### src/rtl/txt_console_pkg.sv
`default_nettype none
// ============================================================================
//  Module   : txt_pkg
//  Purpose  : Shared constants, control codes and state type for the text
//             console write path (txt_console, txt_cell_addr).
//  Contents : TXT_COLS/ROWS/CELLS, TXT_BLANK, TXT_CR/LF/BS/FF, txt_state_t
//  Revision : 1.0  initial release
// ============================================================================
package txt_pkg;

    localparam int          TXT_COLS  = 40;
    localparam int          TXT_ROWS  = 30;
    localparam int          TXT_CELLS = TXT_COLS * TXT_ROWS;
    localparam logic [7:0]  TXT_BLANK = 8'h20;

    localparam logic [7:0]  TXT_CR    = 8'h0D;
    localparam logic [7:0]  TXT_LF    = 8'h0A;
    localparam logic [7:0]  TXT_BS    = 8'h08;
    localparam logic [7:0]  TXT_FF    = 8'h0C;

    typedef enum logic [2:0] {
        CLEAR     = 3'd0,
        IDLE      = 3'd1,
        EXEC      = 3'd2,
        SCR_RD    = 3'd3,
        SCR_WR    = 3'd4,
        SCR_BLANK = 3'd5
    } txt_state_t;

endpackage
`default_nettype wire

### src/rtl/txt_console_if.sv
`default_nettype none
// ============================================================================
//  Module   : txt_console_if
//  Purpose  : Byte-stream handshake plus display-memory write/read port of
//             the text console.
//  Signals  : char_in/char_valid/char_ready  - CPU byte stream
//             mem_addr/mem_wdat/mem_we       - display memory write port
//             mem_re/mem_rdat                - display memory read (scroll)
//  Modports : slave  - the console
//             master - CPU side and display memory
//  Revision : 1.0  initial release
// ============================================================================
interface txt_console_if;
    logic [7:0]  char_in;
    logic        char_valid;
    logic        char_ready;
    logic [11:0] mem_addr;
    logic [7:0]  mem_wdat;
    logic        mem_we;
    logic        mem_re;
    logic [7:0]  mem_rdat;

    modport slave (
        input  char_in, char_valid, mem_rdat,
        output char_ready, mem_addr, mem_wdat, mem_we, mem_re
    );

    modport master (
        output char_in, char_valid, mem_rdat,
        input  char_ready, mem_addr, mem_wdat, mem_we, mem_re
    );
endinterface
`default_nettype wire

### src/rtl/txt_console_cell_addr.sv
`default_nettype none
// ============================================================================
//  Module   : txt_cell_addr
//  Purpose  : Combinational (x,y) -> display cell address, x + 40*y, built
//             as x + (y<<5) + (y<<3). The renderer uses the same form so
//             both sides agree on cell layout.
//  Ports    : x_i    [5:0]  column 0..39
//             y_i    [4:0]  row 0..29
//             addr_o [11:0] cell address 0..1199
//  Revision : 1.0  initial release
// ============================================================================
module txt_cell_addr (
    input  logic [5:0]  x_i,
    input  logic [4:0]  y_i,
    output logic [11:0] addr_o
);
    assign addr_o = {6'd0, x_i} + {2'd0, y_i, 5'd0} + {4'd0, y_i, 3'd0};
endmodule
`default_nettype wire

### src/rtl/txt_console.sv
`default_nettype none
// ============================================================================
//  Module   : txt_console
//  Purpose  : Character-stream front end of the text display. Accepts one
//             byte per handshake, writes printable characters at the cursor,
//             interprets CR/LF/BS/FF, clears and scrolls/wraps the screen.
//  Ports    : clk, clr          - clock, synchronous active-high reset
//             bus (slave)       - byte stream + display memory port
//             cursor_x/cursor_y - current cursor column/row
//             busy              - clear, scroll or row blank in progress
//  Config   : TXT_SCROLL_EN defined   -> LF past the last row scrolls up
//             TXT_SCROLL_EN undefined -> cursor wraps to row 0, row 0 blanked
//  Revision : 1.0  initial release
// ============================================================================
module txt_console
    import txt_pkg::*;
#(
    parameter int COLS = 40,
    parameter int ROWS = 30
) (
    input  logic              clk,
    input  logic              clr,
    txt_console_if.slave      bus,
    output logic [5:0]        cursor_x,
    output logic [4:0]        cursor_y,
    output logic              busy
);

    localparam logic [5:0]  c_xmax       = 6'(COLS - 1);
    localparam logic [4:0]  c_ymax       = 5'(ROWS - 1);
    localparam logic [11:0] c_cols       = 12'(COLS);
    localparam logic [11:0] c_last_cell  = 12'(COLS * ROWS - 1);
`ifdef TXT_SCROLL_EN
    localparam logic [11:0] c_last_move  = 12'(COLS * (ROWS - 1) - 1);
    localparam logic [11:0] c_blank_last = c_last_cell;
`else
    localparam logic [11:0] c_blank_last = 12'(COLS - 1);
`endif

    txt_state_t  state_q, state_d;
    logic [5:0]  x_q, x_d;
    logic [4:0]  y_q, y_d;
    logic [11:0] cnt_q, cnt_d;
    logic [7:0]  byte_q, byte_d;

    logic [11:0] w_cur_addr;
    logic        w_ready, w_we, w_re, w_busy, w_adv;
    logic [11:0] w_addr;
    logic [7:0]  w_wdat;

    txt_cell_addr u_cell_addr (
        .x_i    (x_q),
        .y_i    (y_q),
        .addr_o (w_cur_addr)
    );

    always_ff @(posedge clk) begin
        if (clr) begin
            state_q <= CLEAR;
            x_q     <= 6'd0;
            y_q     <= 5'd0;
            cnt_q   <= 12'd0;
            byte_q  <= 8'd0;
        end else begin
            state_q <= state_d;
            x_q     <= x_d;
            y_q     <= y_d;
            cnt_q   <= cnt_d;
            byte_q  <= byte_d;
        end
    end

    always_comb begin
        state_d = state_q;
        x_d     = x_q;
        y_d     = y_q;
        cnt_d   = cnt_q;
        byte_d  = byte_q;
        w_ready = 1'b0;
        w_we    = 1'b0;
        w_re    = 1'b0;
        w_busy  = 1'b0;
        w_adv   = 1'b0;
        w_addr  = 12'd0;
        w_wdat  = TXT_BLANK;

        case (state_q)
            CLEAR: begin
                w_busy = 1'b1;
                w_we   = 1'b1;
                w_addr = cnt_q;
                x_d    = 6'd0;
                y_d    = 5'd0;
                if (cnt_q == c_last_cell) begin
                    state_d = IDLE;
                    cnt_d   = 12'd0;
                end else begin
                    cnt_d = cnt_q + 12'd1;
                end
            end

            IDLE: begin
                w_ready = 1'b1;
                if (bus.char_valid) begin
                    byte_d  = bus.char_in;
                    state_d = EXEC;
                end
            end

            EXEC: begin
                state_d = IDLE;
                if (byte_q >= TXT_BLANK && byte_q <= 8'h7E) begin
                    // Write lands at the pre-advance cursor.
                    w_we   = 1'b1;
                    w_addr = w_cur_addr;
                    w_wdat = byte_q;
                    if (x_q == c_xmax) begin
                        x_d   = 6'd0;
                        w_adv = 1'b1;
                    end else begin
                        x_d = x_q + 6'd1;
                    end
                end else if (byte_q == TXT_CR) begin
                    x_d = 6'd0;
                end else if (byte_q == TXT_LF) begin
                    w_adv = 1'b1;
                end else if (byte_q == TXT_BS) begin
                    if (x_q != 6'd0) begin
                        x_d = x_q - 6'd1;
                    end
                end else if (byte_q == TXT_FF) begin
                    state_d = CLEAR;
                    cnt_d   = 12'd0;
                    x_d     = 6'd0;
                    y_d     = 5'd0;
                end

                if (w_adv) begin
                    if (y_q != c_ymax) begin
                        y_d = y_q + 5'd1;
                    end else begin
`ifdef TXT_SCROLL_EN
                        state_d = SCR_RD;
                        cnt_d   = 12'd0;
`else
                        y_d     = 5'd0;
                        state_d = SCR_BLANK;
                        cnt_d   = 12'd0;
`endif
                    end
                end
            end

`ifdef TXT_SCROLL_EN
            // Read the cell one row below; its data returns next cycle.
            SCR_RD: begin
                w_busy  = 1'b1;
                w_re    = 1'b1;
                w_addr  = cnt_q + c_cols;
                state_d = SCR_WR;
            end

            SCR_WR: begin
                w_busy = 1'b1;
                w_we   = 1'b1;
                w_addr = cnt_q;
                w_wdat = bus.mem_rdat;
                cnt_d  = cnt_q + 12'd1;
                if (cnt_q == c_last_move) begin
                    state_d = SCR_BLANK;
                end else begin
                    state_d = SCR_RD;
                end
            end
`endif

            SCR_BLANK: begin
                w_busy = 1'b1;
                w_we   = 1'b1;
                w_addr = cnt_q;
                if (cnt_q == c_blank_last) begin
                    state_d = IDLE;
                    cnt_d   = 12'd0;
                end else begin
                    cnt_d = cnt_q + 12'd1;
                end
            end

            default: begin
                state_d = CLEAR;
                cnt_d   = 12'd0;
            end
        endcase

        // While clr is held the outputs show their reset values rather
        // than whatever the pre-reset state would drive.
        if (clr) begin
            w_ready = 1'b0;
            w_we    = 1'b0;
            w_re    = 1'b0;
            w_busy  = 1'b1;
            w_addr  = 12'd0;
            w_wdat  = TXT_BLANK;
        end
    end

`ifndef TXT_SCROLL_EN
    logic w_unused_rdat;
    assign w_unused_rdat = ^bus.mem_rdat;
`endif

    assign bus.char_ready = w_ready;
    assign bus.mem_we     = w_we;
    assign bus.mem_re     = w_re;
    assign bus.mem_addr   = w_addr;
    assign bus.mem_wdat   = w_wdat;
    assign cursor_x       = x_q;
    assign cursor_y       = y_q;
    assign busy           = w_busy;

endmodule
`default_nettype wire

### src/flat_wrapper.sv
// flat-port wrapper written by rule: the top's interface ports become plain ports
module txt_console_flat import txt_pkg::*;
#(
    parameter int COLS = 40,
    parameter int ROWS = 30
)
  (clk, clr, cursor_x, cursor_y, busy, bus_char_in, bus_char_valid, bus_mem_rdat, bus_char_ready, bus_mem_addr, bus_mem_wdat, bus_mem_we, bus_mem_re);
  txt_console_if bus_i ();
  input  logic clk;
  input  logic clr;
  output logic [5:0] cursor_x;
  output logic [4:0] cursor_y;
  output logic busy;
  input wire logic [$bits(bus_i.char_in)-1:0] bus_char_in;
  input wire logic [$bits(bus_i.char_valid)-1:0] bus_char_valid;
  input wire logic [$bits(bus_i.mem_rdat)-1:0] bus_mem_rdat;
  output wire logic [$bits(bus_i.char_ready)-1:0] bus_char_ready;
  output wire logic [$bits(bus_i.mem_addr)-1:0] bus_mem_addr;
  output wire logic [$bits(bus_i.mem_wdat)-1:0] bus_mem_wdat;
  output wire logic [$bits(bus_i.mem_we)-1:0] bus_mem_we;
  output wire logic [$bits(bus_i.mem_re)-1:0] bus_mem_re;
  assign bus_i.char_in = bus_char_in;
  assign bus_i.char_valid = bus_char_valid;
  assign bus_i.mem_rdat = bus_mem_rdat;
  assign bus_char_ready = bus_i.char_ready;
  assign bus_mem_addr = bus_i.mem_addr;
  assign bus_mem_wdat = bus_i.mem_wdat;
  assign bus_mem_we = bus_i.mem_we;
  assign bus_mem_re = bus_i.mem_re;
  txt_console #(.COLS(COLS), .ROWS(ROWS)) u_core (.clk(clk), .clr(clr), .bus(bus_i), .cursor_x(cursor_x), .cursor_y(cursor_y), .busy(busy));
endmodule
### config.mk
export PLATFORM = sky130hd
export DESIGN_NAME = txt_console_flat
export DESIGN_NICKNAME = d
export VERILOG_FILES = /design/src/rtl/txt_console_pkg.sv /design/src/rtl/txt_console_if.sv /design/src/rtl/txt_console_cell_addr.sv /design/src/rtl/txt_console.sv /design/src/flat_wrapper.sv
export SDC_FILE = /design/constraint.sdc
export NUM_CORES = 1
export LEC_CHECK = 0
export ABC_CLOCK_PERIOD_IN_PS = 6900
export BUFFER_PORTS_ARGS = -buffer_cell sky130_fd_sc_hd__buf_4
export CAP_MARGIN = 0
export CORE_MARGIN = 3
export CORE_UTILIZATION = 35
export DETAILED_ROUTE_END_ITERATION = 10
export GPL_ROUTABILITY_DRIVEN = 0
export PLACE_DENSITY = 0.65
export SYNTH_ARGS = -nofsm -noshare
export SYNTH_HDL_FRONTEND = slang
export SYNTH_SLANG_ARGS = --single-unit
### constraint.sdc
create_clock -name clk -period 6.9 [get_ports clk]
set_clock_uncertainty 0.15 [all_clocks]
set_input_delay 0.345 -clock clk [delete_from_list [all_inputs] [get_ports clk]]
set_output_delay 0.345 -clock clk [all_outputs]
set_load 0.02 [all_outputs]
==> run summary <==
clock share of power = 0.408
Post-DRT Antenna Nets = 0
Achievable Freq = 0.295 GHz
slowest library cell on the worst path = dfxtp_1
TritonCTS buffer count = 5
register area share after synthesis = 0.258
worst setup path class = reg -> out
fin crit share = 0.492
leak pwr = 0.00121 uW
DR pass1 iterations = 5
pre-CTS setup slack = 3.83 ns
Hold Path Class = in -> reg
sw power = 84.8 uW
Post-CTS Setup Bufs = 0
final wirelength = 6.94 mm
HPWL Detailed = 5.12 mm
Critical Path Start = u_core.cursor_x[5]
outcome = complete, no violations
Worst-path clk slew = 0.06 ns
Rel. slew slack = 0.339
Comb power frac = 0.055
first-pass GRT wire length = 11.7 mm
Avg Cell Area, Syn = 7.66 sq um
number of flops mapped to enable cells by yosys = 0
Synth Warn # = 0
worst r2r src = u_core.cnt_q[6]
final setup vio count = 0
Final Slew Violations = 0
die height = 92.8 microns
Worst Tran Pin Value = 0.992 ns
grt total ovfl = 0
Post-Synthesis Cell Area = 2640 sq um
CP max stage delay = 0.51 ns
worst hold stages = 3
Data required, critical path = 6.40 ns
worst-case clock buffer depth = 2
placed cell count = 468
cell depth of the worst setup path = 10
Mapped Cells = 344
Clock Latency Late Sink = 0.29 ns
num rows = 31
Residual DRC = 0
crit path DAT = 2.90 ns
CTS resizes = 0
P_int = 287 uW
Avg WL per Cell = 14.6 microns
initial antenna violation count = 0
CTS tree = done
CTS root buf = clkbuf_8
min-delay src = bus_char_in[3]
Synth area leaders = dfxtp_1 (26%), ha_1 (6.6%), nand2_1 (6.1%)
Post-Route Setup TNS = 0 ns
worst r2r path cells = 6
worst vdd ir = 0.0597 mV
number of DRC markers in iteration 0 = 124
routed vias = 2570
Area Overhead vs Synth = 17.4%
Via density = 5.40
Core ar. = 7290 sq um
Tmin final = 3.39 ns
Boundary Pins = 54
largest area contributor in the netlist = dfxtp_1
Commonest cells post-synth = nand2_1 (43), dfxtp_1 (34), a21oi_1 (27)
post-synth top area share = 0.258
Layout Nets = 410
Area after DPL = 3000 sq um
Hold WS = 0.156 ns
Post-synth top flop = dfxtp_1
fin area = 3090 sq um
Largest delay share family, worst path = compound AO/OA/AOI/OAI gates
synthesis-stage register bit count = 34
CP Cell Sequence = ha_1, ha_1, xor2_1, ha_1, a21o_1, a31oi_1, o21ai_0, o2bb2ai_1, a32o_1, buf_4
PortBufs = 43
FFs w/ async S/R, synth = 0
share of cells above drive strength 1 = 0.186
H-tree depth = 2
Flop pwr share = 0.537
largest net degree at the start of global routing = 23
PwrDens = 120 nW/um^2
distinct cell type count after synthesis = 62
Worst Path Max Fanout = 8
# hold bufs at CTS = 0
CP Launch Type = flip-flop
destination of the worst hold path = u_core.byte_q[3]
FF-to-FF End = u_core.cnt_q[11]
Most Frequent Cell on Critical Path = ha_1
Die Area = 8610 sq um
vias in the first global route = 2403
sw frac = 0.228
Buf+Inv Stages, Crit Path = 1
crit path setup slack, layout = 3.51 ns
Crit. End Element = output port
RSZ-0062 raised after global routing = no
CTS Sinks = 34
MaxCap Viol Count = 0
Final Non-Filler Cells = 476
GRT Total Usage = 0.165
initial core utilization = 0.362
chip width = 92.8 microns
ANT cells = 0
final number of hold-violating endpoints = 0
Reg2Reg Setup Slack = 4.28 ns
top-count cell post-synth = nand2_1
## worst max-delay path by stage
stage	end
final	bus_mem_addr[10]
after global routing	bus_mem_addr[10]
after CTS	bus_mem_addr[10]
after detailed placement	bus_mem_addr[10]
after global placement	bus_mem_addr[10]
after floorplan	bus_mem_addr[8]
## cell usage in the layout (no fill, tap or decap), types with 12 or more instances in the layout
master    n
ha_1     14
and2_1   14
o21ai_0  23
buf_4    44
nor3_1   12
nand2_1  43
nor2_1   26
dfxtp_1  34
a21oi_1  27
## kinds of logic after synthesis
family          synth area share
flops                      0.258
fa+ha+maj                 0.0740
buf+inv                   0.0489
xor+xnor                  0.0399
mux                      0.00380
other cells              0.00142
compound gates             0.283
simple gates               0.290
## worst register-to-register path, delay by kind of cell (launching register included)
kind	cells	cell delay [ns]
AO/OA/AOI/OAI	2	0.65
flip-flops	1	0.36
AND/OR/NAND/NOR	4	1.34
## registers in the layout (all words and copies together), names as in the netlist
| signal | cells |
|---|---|
| u_core.byte_q | 8 |
| u_core.cnt_q | 12 |
| u_core.state_q | 3 |
| u_core.cursor_x | 6 |
| u_core.cursor_y | 5 |
## power by group through the flow
| stage | Combinational, uW | Sequential [uW] | Clock (uW) |
|---|---|---|---|
| floorplan | 13.7 | 203 | 0 |
| global placement | 20.0 | 204 | 0 |
| detailed placement | 20.3 | 204 | 0 |
| CTS | 20.3 | 200 | 159 |
| global route | 22.8 | 200 | 164 |
| finish | 20.3 | 200 | 152 |
## layout make-up
type	instances	area (sq um)
sequential	34	681
inverter	10	37.5
clock inverter	1	5.00
fill	778	4200
timing repair buffer	44	330
clock buffer	7	86.3
multi-input combinational	281	1830
tap	99	124
## per-layer routing
layer | wire length (microns) | global-route usage
met1 | 3320 | 0.217
met2 | 3100 | 0.268
met3 | 332 | 0.0301
met4 | 187 | 0.0635
met5 | 0 | 0
## per-stage QoR
| stage | power (uW) | utilization |
|---|---|---|
| 2_1_floorplan | 217 | - |
| 5_1_grt | 387 | 0.424 |
| 4_1_cts | 379 | 0.424 |
| 3_3_place_gp | 224 | 0.412 |
| 3_5_place_dp | 225 | 0.412 |
| 6_report | 372 | 0.424 |
No activity file was read; power rests on OpenSTA's default activity.
